--- src/rtl/divert_buffer_pkg.sv ---
// Shared types for the divert buffer: AW id/user widths, transaction type
// encodings, the buffered entry layout and the release FSM states.
package divert_buffer_pkg;

  localparam int PID_WIDTH         = 4;
  localparam int PAWUSER_WIDTH     = 2;
  localparam int DIVERT_ADDR_WIDTH = 32;

  localparam logic [PAWUSER_WIDTH-1:0] PAWUSER_DIVERT = 2'b01;
  localparam logic [PAWUSER_WIDTH-1:0] PAWUSER_BLOCK  = 2'b10;

  typedef struct packed {
    logic [PID_WIDTH-1:0]         id;
    logic [DIVERT_ADDR_WIDTH-1:0] addr;
    logic [PAWUSER_WIDTH-1:0]     user;
  } divert_entry_t;

  typedef enum logic [1:0] {
    IDLE    = 2'd0,
    RELEASE = 2'd1,
    ACK     = 2'd2
  } divert_state_t;

endpackage

--- src/rtl/divert_fifo.sv ---
// Synchronous FIFO of divert entries; occupancy flags are registered from the
// next-state count so they never depend combinationally on the current handshake.
module divert_fifo
  import divert_buffer_pkg::*;
#(
  parameter int  DEPTH   = 4,
  parameter type entry_t = divert_entry_t
) (
  input  logic                       clk,
  input  logic                       rst_n,
  input  logic                       push_i,
  input  entry_t                     wdata_i,
  input  logic                       pop_i,
  output entry_t                     rdata_o,
  output logic [$clog2(DEPTH+1)-1:0] count_o,
  output logic                       full_o,
  output logic                       empty_o
);

  localparam int PW = $clog2(DEPTH);
  localparam int CW = $clog2(DEPTH+1);

  entry_t          mem_q [DEPTH];
  logic [PW-1:0]   wr_ptr_q, wr_ptr_d;
  logic [PW-1:0]   rd_ptr_q, rd_ptr_d;
  logic [CW-1:0]   count_q, count_d;
  logic            full_q, empty_q;

  // Explicit wrap keeps non-power-of-two depths correct.
  always_comb begin
    wr_ptr_d = wr_ptr_q;
    rd_ptr_d = rd_ptr_q;
    count_d  = count_q;
    if (push_i) wr_ptr_d = (wr_ptr_q == PW'(DEPTH-1)) ? '0 : wr_ptr_q + 1'b1;
    if (pop_i)  rd_ptr_d = (rd_ptr_q == PW'(DEPTH-1)) ? '0 : rd_ptr_q + 1'b1;
    case ({push_i, pop_i})
      2'b10:   count_d = count_q + 1'b1;
      2'b01:   count_d = count_q - 1'b1;
      default: count_d = count_q;
    endcase
  end

  always_ff @(posedge clk or negedge rst_n) begin
    if (!rst_n) begin
      wr_ptr_q <= '0;
      rd_ptr_q <= '0;
      count_q  <= '0;
      full_q   <= 1'b0;
      empty_q  <= 1'b1;
    end else begin
      wr_ptr_q <= wr_ptr_d;
      rd_ptr_q <= rd_ptr_d;
      count_q  <= count_d;
      full_q   <= (count_d == CW'(DEPTH));
      empty_q  <= (count_d == '0);
    end
  end

  always_ff @(posedge clk) begin
    if (push_i) mem_q[wr_ptr_q] <= wdata_i;
  end

  assign rdata_o = mem_q[rd_ptr_q];
  assign count_o = count_q;
  assign full_o  = full_q;
  assign empty_o = empty_q;

endmodule

--- src/rtl/divert_buffer.sv ---
// Holds diverted AW requests and replays one per spec_release request.
// Optional stall watchdog with sticky timeout_err: define DIVERT_BUF_WATCHDOG_EN.
module divert_buffer
  import divert_buffer_pkg::*;
#(
  parameter int DEPTH          = 4,
  parameter int ADDR_WIDTH     = 32,
  parameter int TIMEOUT_CYCLES = 255
) (
  input  logic                       clk,
  input  logic                       rst_n,
  input  logic                       in_awvalid,
  output logic                       in_awready,
  input  logic [PID_WIDTH-1:0]       in_awid,
  input  logic [ADDR_WIDTH-1:0]      in_awaddr,
  input  logic [PAWUSER_WIDTH-1:0]   in_awuser,
  input  logic                       spec_release,
  output logic                       release_ready,
  output logic                       out_awvalid,
  input  logic                       out_awready,
  output logic [PID_WIDTH-1:0]       out_awid,
  output logic [ADDR_WIDTH-1:0]      out_awaddr,
  output logic [PAWUSER_WIDTH-1:0]   out_awuser,
  output logic                       full,
  output logic                       empty,
  output logic [$clog2(DEPTH+1)-1:0] count,
  output logic                       underflow_err
`ifdef DIVERT_BUF_WATCHDOG_EN
  ,
  output logic                       timeout_err
`endif
);

  typedef struct packed {
    logic [PID_WIDTH-1:0]     id;
    logic [ADDR_WIDTH-1:0]    addr;
    logic [PAWUSER_WIDTH-1:0] user;
  } entry_t;

  divert_state_t state_q, state_d;
  logic          underflow_q;
  logic          uf_set;
  logic          out_vld, rel_rdy;
  logic          push, pop;
  entry_t        wr_entry, head;

  assign in_awready = ~full;
  assign push       = in_awvalid & ~full;
  assign pop        = out_vld & out_awready;
  assign wr_entry   = '{id: in_awid, addr: in_awaddr, user: in_awuser};

  divert_fifo #(
    .DEPTH   (DEPTH),
    .entry_t (entry_t)
  ) u_fifo (
    .clk     (clk),
    .rst_n   (rst_n),
    .push_i  (push),
    .wdata_i (wr_entry),
    .pop_i   (pop),
    .rdata_o (head),
    .count_o (count),
    .full_o  (full),
    .empty_o (empty)
  );

  // ACK is a fixed one-cycle state, so a held spec_release cannot retrigger there.
  always_comb begin
    state_d = state_q;
    out_vld = 1'b0;
    rel_rdy = 1'b0;
    uf_set  = 1'b0;
    case (state_q)
      IDLE: begin
        if (spec_release) begin
          if (empty) begin
            state_d = ACK;
            uf_set  = 1'b1;
          end else begin
            state_d = RELEASE;
          end
        end
      end
      RELEASE: begin
        out_vld = 1'b1;
        if (out_awready) state_d = ACK;
      end
      ACK: begin
        rel_rdy = 1'b1;
        state_d = IDLE;
      end
      default: state_d = IDLE;
    endcase
  end

  always_ff @(posedge clk or negedge rst_n) begin
    if (!rst_n) begin
      state_q     <= IDLE;
      underflow_q <= 1'b0;
    end else begin
      state_q     <= state_d;
      underflow_q <= underflow_q | uf_set;
    end
  end

  // Storage is not reset, so the head fields are masked outside RELEASE.
  assign out_awvalid   = out_vld;
  assign out_awid      = out_vld ? head.id   : '0;
  assign out_awaddr    = out_vld ? head.addr : '0;
  assign out_awuser    = out_vld ? head.user : '0;
  assign release_ready = rel_rdy;
  assign underflow_err = underflow_q;

`ifdef DIVERT_BUF_WATCHDOG_EN
  localparam int WD_W = $clog2(TIMEOUT_CYCLES+1);

  logic [WD_W-1:0] wd_cnt_q, wd_cnt_d;
  logic            timeout_q;

  // Saturates at the limit; only a completed handshake clears it.
  always_comb begin
    wd_cnt_d = wd_cnt_q;
    if (pop) begin
      wd_cnt_d = '0;
    end else if (out_vld && !out_awready && (wd_cnt_q != WD_W'(TIMEOUT_CYCLES))) begin
      wd_cnt_d = wd_cnt_q + 1'b1;
    end
  end

  always_ff @(posedge clk or negedge rst_n) begin
    if (!rst_n) begin
      wd_cnt_q  <= '0;
      timeout_q <= 1'b0;
    end else begin
      wd_cnt_q  <= wd_cnt_d;
      timeout_q <= timeout_q | (wd_cnt_q == WD_W'(TIMEOUT_CYCLES));
    end
  end

  assign timeout_err = timeout_q;
`endif

endmodule
--- config.mk ---
export PLATFORM = sky130hd
export DESIGN_NAME = divert_buffer
export DESIGN_NICKNAME = d
export VERILOG_FILES = /design/src/rtl/divert_buffer_pkg.sv /design/src/rtl/divert_fifo.sv /design/src/rtl/divert_buffer.sv
export SDC_FILE = /design/constraint.sdc
export NUM_CORES = 1
export LEC_CHECK = 0
export CAP_MARGIN = 10
export CORE_UTILIZATION = 35
export DETAILED_ROUTE_END_ITERATION = 12
export SYNTH_ARGS = -nofsm -noshare
export SYNTH_HDL_FRONTEND = slang
export SYNTH_SLANG_ARGS = --single-unit
--- constraint.sdc ---
create_clock -name clk -period 2 [get_ports clk]
set_clock_uncertainty 0.15 [all_clocks]
set_input_delay 0.3 -clock clk [delete_from_list [all_inputs] [get_ports clk]]
set_output_delay 0.3 -clock clk [all_outputs]
set_load 0.01 [all_outputs]
==> Word level (Yosys, flattened, before mapping) <==
Memories as Yosys holds them, arrays and structs flattened.
Cells that the tools add are included.
W data, S select, Z words.
{ "word_totals": {"regBits": 12, "mem_bits_rw": 152, "input_bits": 43, "output_inout_bits": 47, "word_cells": 45, "memories": 1} }
{ "classes": {"addsub": 4, "n_eq_ne": 9, "muxes": 17, "bitwise": 4, "n_reduce_logical": 3} }
{ "memory_table": {"columns": ["memory", "depth", "word_bits", "rd", "rd_ports_with_merged_regs", "write_ports", "line_no", "source"], "rows": [
  ["u_fifo.mem_q", 4, 38, 1, 0, 1, "divert_fifo.sv:23", "entry_t mem_q [DEPTH];"]
]} }
{ "op_table": {"columns": ["op", "n"], "rows": [
  ["$mux W32", 1],
  ["$mux W2", 6],
  ["$eq A2 B2 Y1 const B", 4],
  ["$mux W1", 7],
  ["$pmux W3 S2", 1],
  ["$add A2 B1 Y2 const B", 2],
  ["$eq A2 B1 Y1 const B", 2],
  ["$mux W4", 1],
  ["$ne A2 B2 Y1 const B", 2],
  ["$pmux W2 S2", 1],
  ["$add A3 B1 Y3 const B", 1],
  ["$eq A3 B3 Y1 const B", 1],
  ["$logic_not A3 Y1", 1],
  ["$sub A3 B1 Y3 const B", 1],
  ["$and A1 B1 Y1", 2],
  ["$logic_not A2 Y1", 1],
  ["$reduce_and A2 Y1", 1],
  ["$not A1 Y1", 1],
  ["$or A1 B1 Y1", 1]
]} }

==> Depth between registers and ports, before layout <==
{ "logic_depth": {"ltp_word": 6, "mapped_depth": 8, "mapped_depth_nobuf": 8} }

==> By module <==
Synthesis repeated with hierarchy kept, for this count alone.
{ "hier_totals": {"hier_cells": 301, "area_unflattened_um2": 6487.5} }
{ "modules_own_cells": {"columns": ["mod", "instances", "cells_per_inst", "area_each_um2", "seq_area_each_um2"], "rows": [
  ["divert_fifo", 1, 245, 6039.5, 4790.8],
  ["divert_buffer", 1, 56, 447.9, 75.1]
]} }

==> Worst setup path after synthesis <==
OpenSTA, ideal clock, no wires.
{ "synth_path": {"path_type": "reg-to-reg", "start": "reg u_fifo.full_q (netlist: u_fifo.full_o)", "end": "mem u_fifo.mem_q[0][0] in the netlist's numbering (enable)", "setup_time_ns": 0.399, "t_arrival_ns": 1.700, "required_ns": 1.451, "path_slack_ns": -0.249, "stages_incl_launch_ff": 4, "path_buffers": 1, "period_less_slack_ns": 2.249, "cell_sequence": "dfrtp_1 nor2b_1 clkbuf_1 and2_1"} }
{ "synth_via": {"elab_chain_cells": 4} }
{ "synth_lines": {"columns": ["item", "line_no", "source"], "rows": [
  ["start, declared", "divert_fifo.sv:27", "logic full_q, empty_q;"],
  ["start signal, assigned", "divert_fifo.sv:54", "full_q <= (count_d == CW'(DEPTH));"],
  ["$not A1 Y1", "divert_buffer.sv:48", "assign push = in_awvalid & ~full;"],
  ["$and A1 B1 Y1", "divert_buffer.sv:48", null],
  ["$mux W1", "divert_fifo.sv:60", "if (push_i) mem_q[wr_ptr_q] <= wdata_i;"],
  ["$mux W1 (implied by the code)", "divert_fifo.sv:60", null],
  ["end, declared", "divert_fifo.sv:23", null]
]} }
No other way between the ends.

==> Final worst setup path <==
{ "layout_path": {"start": "reg u_fifo.rd_ptr_q[0]", "end": "out out_awaddr[3]"} }
{ "layout_via": {"elab_chain_cells": 2} }
{ "layout_lines": {"columns": ["item", "line_no", "source"], "rows": [
  ["start, declared", "divert_fifo.sv:25", "logic [PW-1:0] rd_ptr_q, rd_ptr_d;"],
  ["start signal, assigned", "divert_fifo.sv:52", "rd_ptr_q <= rd_ptr_d;"],
  ["$mem_v2 Z4 W38", null, null],
  ["$mux W32", "divert_buffer.sv:109", "assign out_awaddr = out_vld ? head.addr : '0;"],
  ["end, declared", "divert_buffer.sv:22", "output logic [ADDR_WIDTH-1:0] out_awaddr,"]
]} }
No other way between the ends.

==> impl_results.md <==
- Area of placed instances: roughly 7900 µm²
- Number of buffers added by the clock tree synthesis step: 17
- Adder and majority gate portion of the synthesized area: approximately 1.5%
- Std-Cell Core Area: around 18000 µm²
- Instance count of the mapped netlist: approximately 300
- Worst setup path category: reg2out
- Most used DFF post-synth: sky130_fd_sc_hd__edfxtp_1
- Post-DRT Antenna Nets: 0
- Final Slew Violations: 0
- Critical Path Fanout Max: 6
- Transition time of the tightest slew-check pin: about 0.55 ns
- Fraction of registers with async set or reset after synthesis: approximately 7.3%
- Layout cell share with drive strength beyond 1: about two fifths
- Worst endpoint data arrival time: 1.96 ns
- Post-CTS Hold Fix Bufs: 0
- Clock Latency Late Sink: 0.42 ns
- WL per Instance: between 15 and 20 µm
- MaxCap Viol Count: 0
- Global-route usage over all layers: 14.2%
- Synthesized-area fraction occupied by ao, oa, aoi and oai cells: less than 1%
- Largest family of logic cells by synthesized area: multiplexers
- Area growth syn-to-layout: 34.6%
- Post-synth EDFFs: 152
- Setup violation total in the final timing report: 40
- Fin worst setup slack: -0.413 ns
- DIE WIDTH: 138 µm
- Buffers on Ports: between 80 and 90
- Final worst-path cycle share: 121%
- Register area share after synthesis: between 70% and 80%
- Minimum clock period after layout: approximately 2.4 ns
- Nets@finish: between 400 and 500
- Overall die area: 18900 µm²
- Wire length of the first global-routing pass: ~19000 µm
- Routability Congestion: about 0.66
- Tot Pwr: approximately 13 mW
- Antenna violations before repair: 1
- Final Hold Viols: 0
- Crit. End Element: output port
- Commonest non-fill, non-tap cell in the layout: sky130_fd_sc_hd__edfxtp_1
- Simple-Gate Fraction of Synth Area: under 10%
- Synth Area in XOR/XNOR: 0.545%
- Data required time at the worst endpoint: roughly 1.6 ns
- Flop and latch count out of synthesis: between 150 and 200
- Static leakage: between 3 and 4 nW
- Cell Rows: 49
- Category of the worst setup path launch point: register
- Clock-pin transition on the worst setup and hold timing paths: around 0.060 ns
- Commonest cells after routing, fill and taps aside: 152 x sky130_fd_sc_hd__edfxtp_1, 48 x sky130_fd_sc_hd__clkdlybuf4s50_1, 38 x sky130_fd_sc_hd__mux4_2
- Maximum number of pins on one net before global-route repair: 22
- Number of global-route vias before repair: 3309
- Min Hold Slack: approximately 0.086 ns
- CTS tree: built
- Worst IR Drop VDD: 0.772 mV
- Number of DRC markers in iteration 0: ~160
- Utilization after layout: approximately half
- Per-instance average area after synthesis: about 21 µm²
- Cell at the root of the clock tree: sky130_fd_sc_hd__clkbuf_16
- Outcome: finished with violations
- Unique cell type count in the Yosys netlist: 25
- Unrepaired setup endpoints after global routing: true
- Maximum clock frequency: 0.414 GHz
- Violations in the final reports: negative setup slack
- Detailed Route WL: ~12000 µm
- Vias per Instance: roughly 4.7
- Number of buffers between clock root and the deepest sink: 2
- Power density relative to cell area: ~1500 nW/µm²
- Area of the mapped netlist: 6430 µm²
- Number of levels in the clock H-tree: 4
- Num Clock Sinks: about 160
- Final TNS setup: -12.83 ns
- DRC: 0
- Die Span Y: between 100 and 150 µm
- Yosys warning count: 0
- Via count of the routed design: 3194
- Post-Layout Inst Area: 8650 µm²
- Initial standard-cell utilization of the core: 35.8%
- Normalized max-slew margin: between 60% and 70%
- Number of top-level pins: 90
- GRT overflow: 0
- Post-detail-place hpwl: ~7700 µm
- Post-Synthesis Net Count: 354
- DRT Pass-1 Iters: 4
- Mux cell area share after synthesis: about 14%
- Worst Hold Class: in2async
==> flip-flops by register name (all words and copies together) (netlist names) <==
signal and flops:
state_q 2, u_fifo.count_o 3, u_fifo.empty_o 1, u_fifo.full_o 1, u_fifo.mem_q 152, u_fifo.rd_ptr_q 2
u_fifo.wr_ptr_q 2, underflow_err 1
==> metal layers <==
metal	global-route usage [%]	routed length, µm
met5	0	0
met4	4.76	110
met3	5.22	722
met2	22.5	6090
met1	17.9	5470
==> cell families after synthesis <==
| family | after synthesis |
|---|---|
| mux | 41 |
| flops | 164 |
| fa+ha+maj | 7 |
| buf+inv | 19 |
| simple gates | 62 |
| compound gates | 7 |
| xor+xnor | 4 |
==> final cells by class <==
| class | instances | area, µm² |
|---|---|---|
| Antenna cell | 1 | 2.50 |
| Inverter | 5 | 18.8 |
| Timing Repair Buffer | 129 | 1420 |
| Clock buffer | 24 | 492 |
| Fill cell | 1501 | 9310 |
| Multi-Input combinational cell | 121 | 1510 |
| Clock inverter | 8 | 53.8 |
| Sequential cell | 164 | 4870 |
| Tap cell | 229 | 287 |
==> worst paths after layout <==
check                           cells past startpoint                from  slack [ns]                  to
max in group asynchronous                           1               rst_n        1.19  u_fifo.rd_ptr_q[0]
worst min register to register                      1       underflow_err        0.33       underflow_err
worst max-delay path                                5  u_fifo.rd_ptr_q[0]       -0.41       out_awaddr[3]
worst min-delay path                                1               rst_n        0.09   u_fifo.count_o[2]
worst max register to register                      8          state_q[0]       -0.05       u_fifo.full_o
min in group clk                                    1       underflow_err        0.33       underflow_err
==> worst max-delay path: stages, from the launching register on <==
cell and delay, ns:
sky130_fd_sc_hd__dfrtp_4 0.48, sky130_fd_sc_hd__buf_6 0.15, sky130_fd_sc_hd__buf_12 0.13, sky130_fd_sc_hd__mux4_2 0.51
sky130_fd_sc_hd__and2_1 0.15, sky130_fd_sc_hd__buf_2 0.13
==> synth_stat cells (3+ instances only) <==
cell	n	area (µm²)
sky130_fd_sc_hd__edfxtp_1	152	4560
sky130_fd_sc_hd__and2_1	42	263
sky130_fd_sc_hd__mux4_2	38	856
sky130_fd_sc_hd__dfrtp_1	11	275
sky130_fd_sc_hd__nor2_1	8	30.0
sky130_fd_sc_hd__clkbuf_1	7	26.3
sky130_fd_sc_hd__ha_1	6	75.1
sky130_fd_sc_hd__nand2_1	6	22.5
sky130_fd_sc_hd__inv_1	5	18.8
sky130_fd_sc_hd__buf_12	4	80.1
sky130_fd_sc_hd__mux2_2	3	33.8
sky130_fd_sc_hd__nor2b_1	3	18.8
sky130_fd_sc_hd__xnor2_1	3	26.3
==> per-stage QoR <==
stage	setup slack (ns)	cells
finish	-0.413	681
global route	-0.473	680
CTS	-0.451	681
detailed placement	-0.393	632
global placement	-0.299	632
floorplan	-0.0466	304
==> repair_timing <==
item / 4_1_cts / 5_1_grt
setup endpoints to repair: 43 / 42
buffers inserted: 15 / 2
pin swaps: 42 / 4
gates resized for setup: 202 / 18
gates cloned: 3 / 0
endpoints found under the hold margin: 0 / 0
==> power by group <==
| part | switching (mW) | leakage [nW] | total, mW | internal (mW) |
|---|---|---|---|---|
| Sequential | 0.247 | 1.53 | 4.74 | 4.49 |
| Combinational | 2.04 | 1.27 | 4.89 | 2.84 |
| Clock | 1.23 | 0.258 | 2.94 | 1.71 |
No activity file was read; power rests on OpenSTA's default activity.
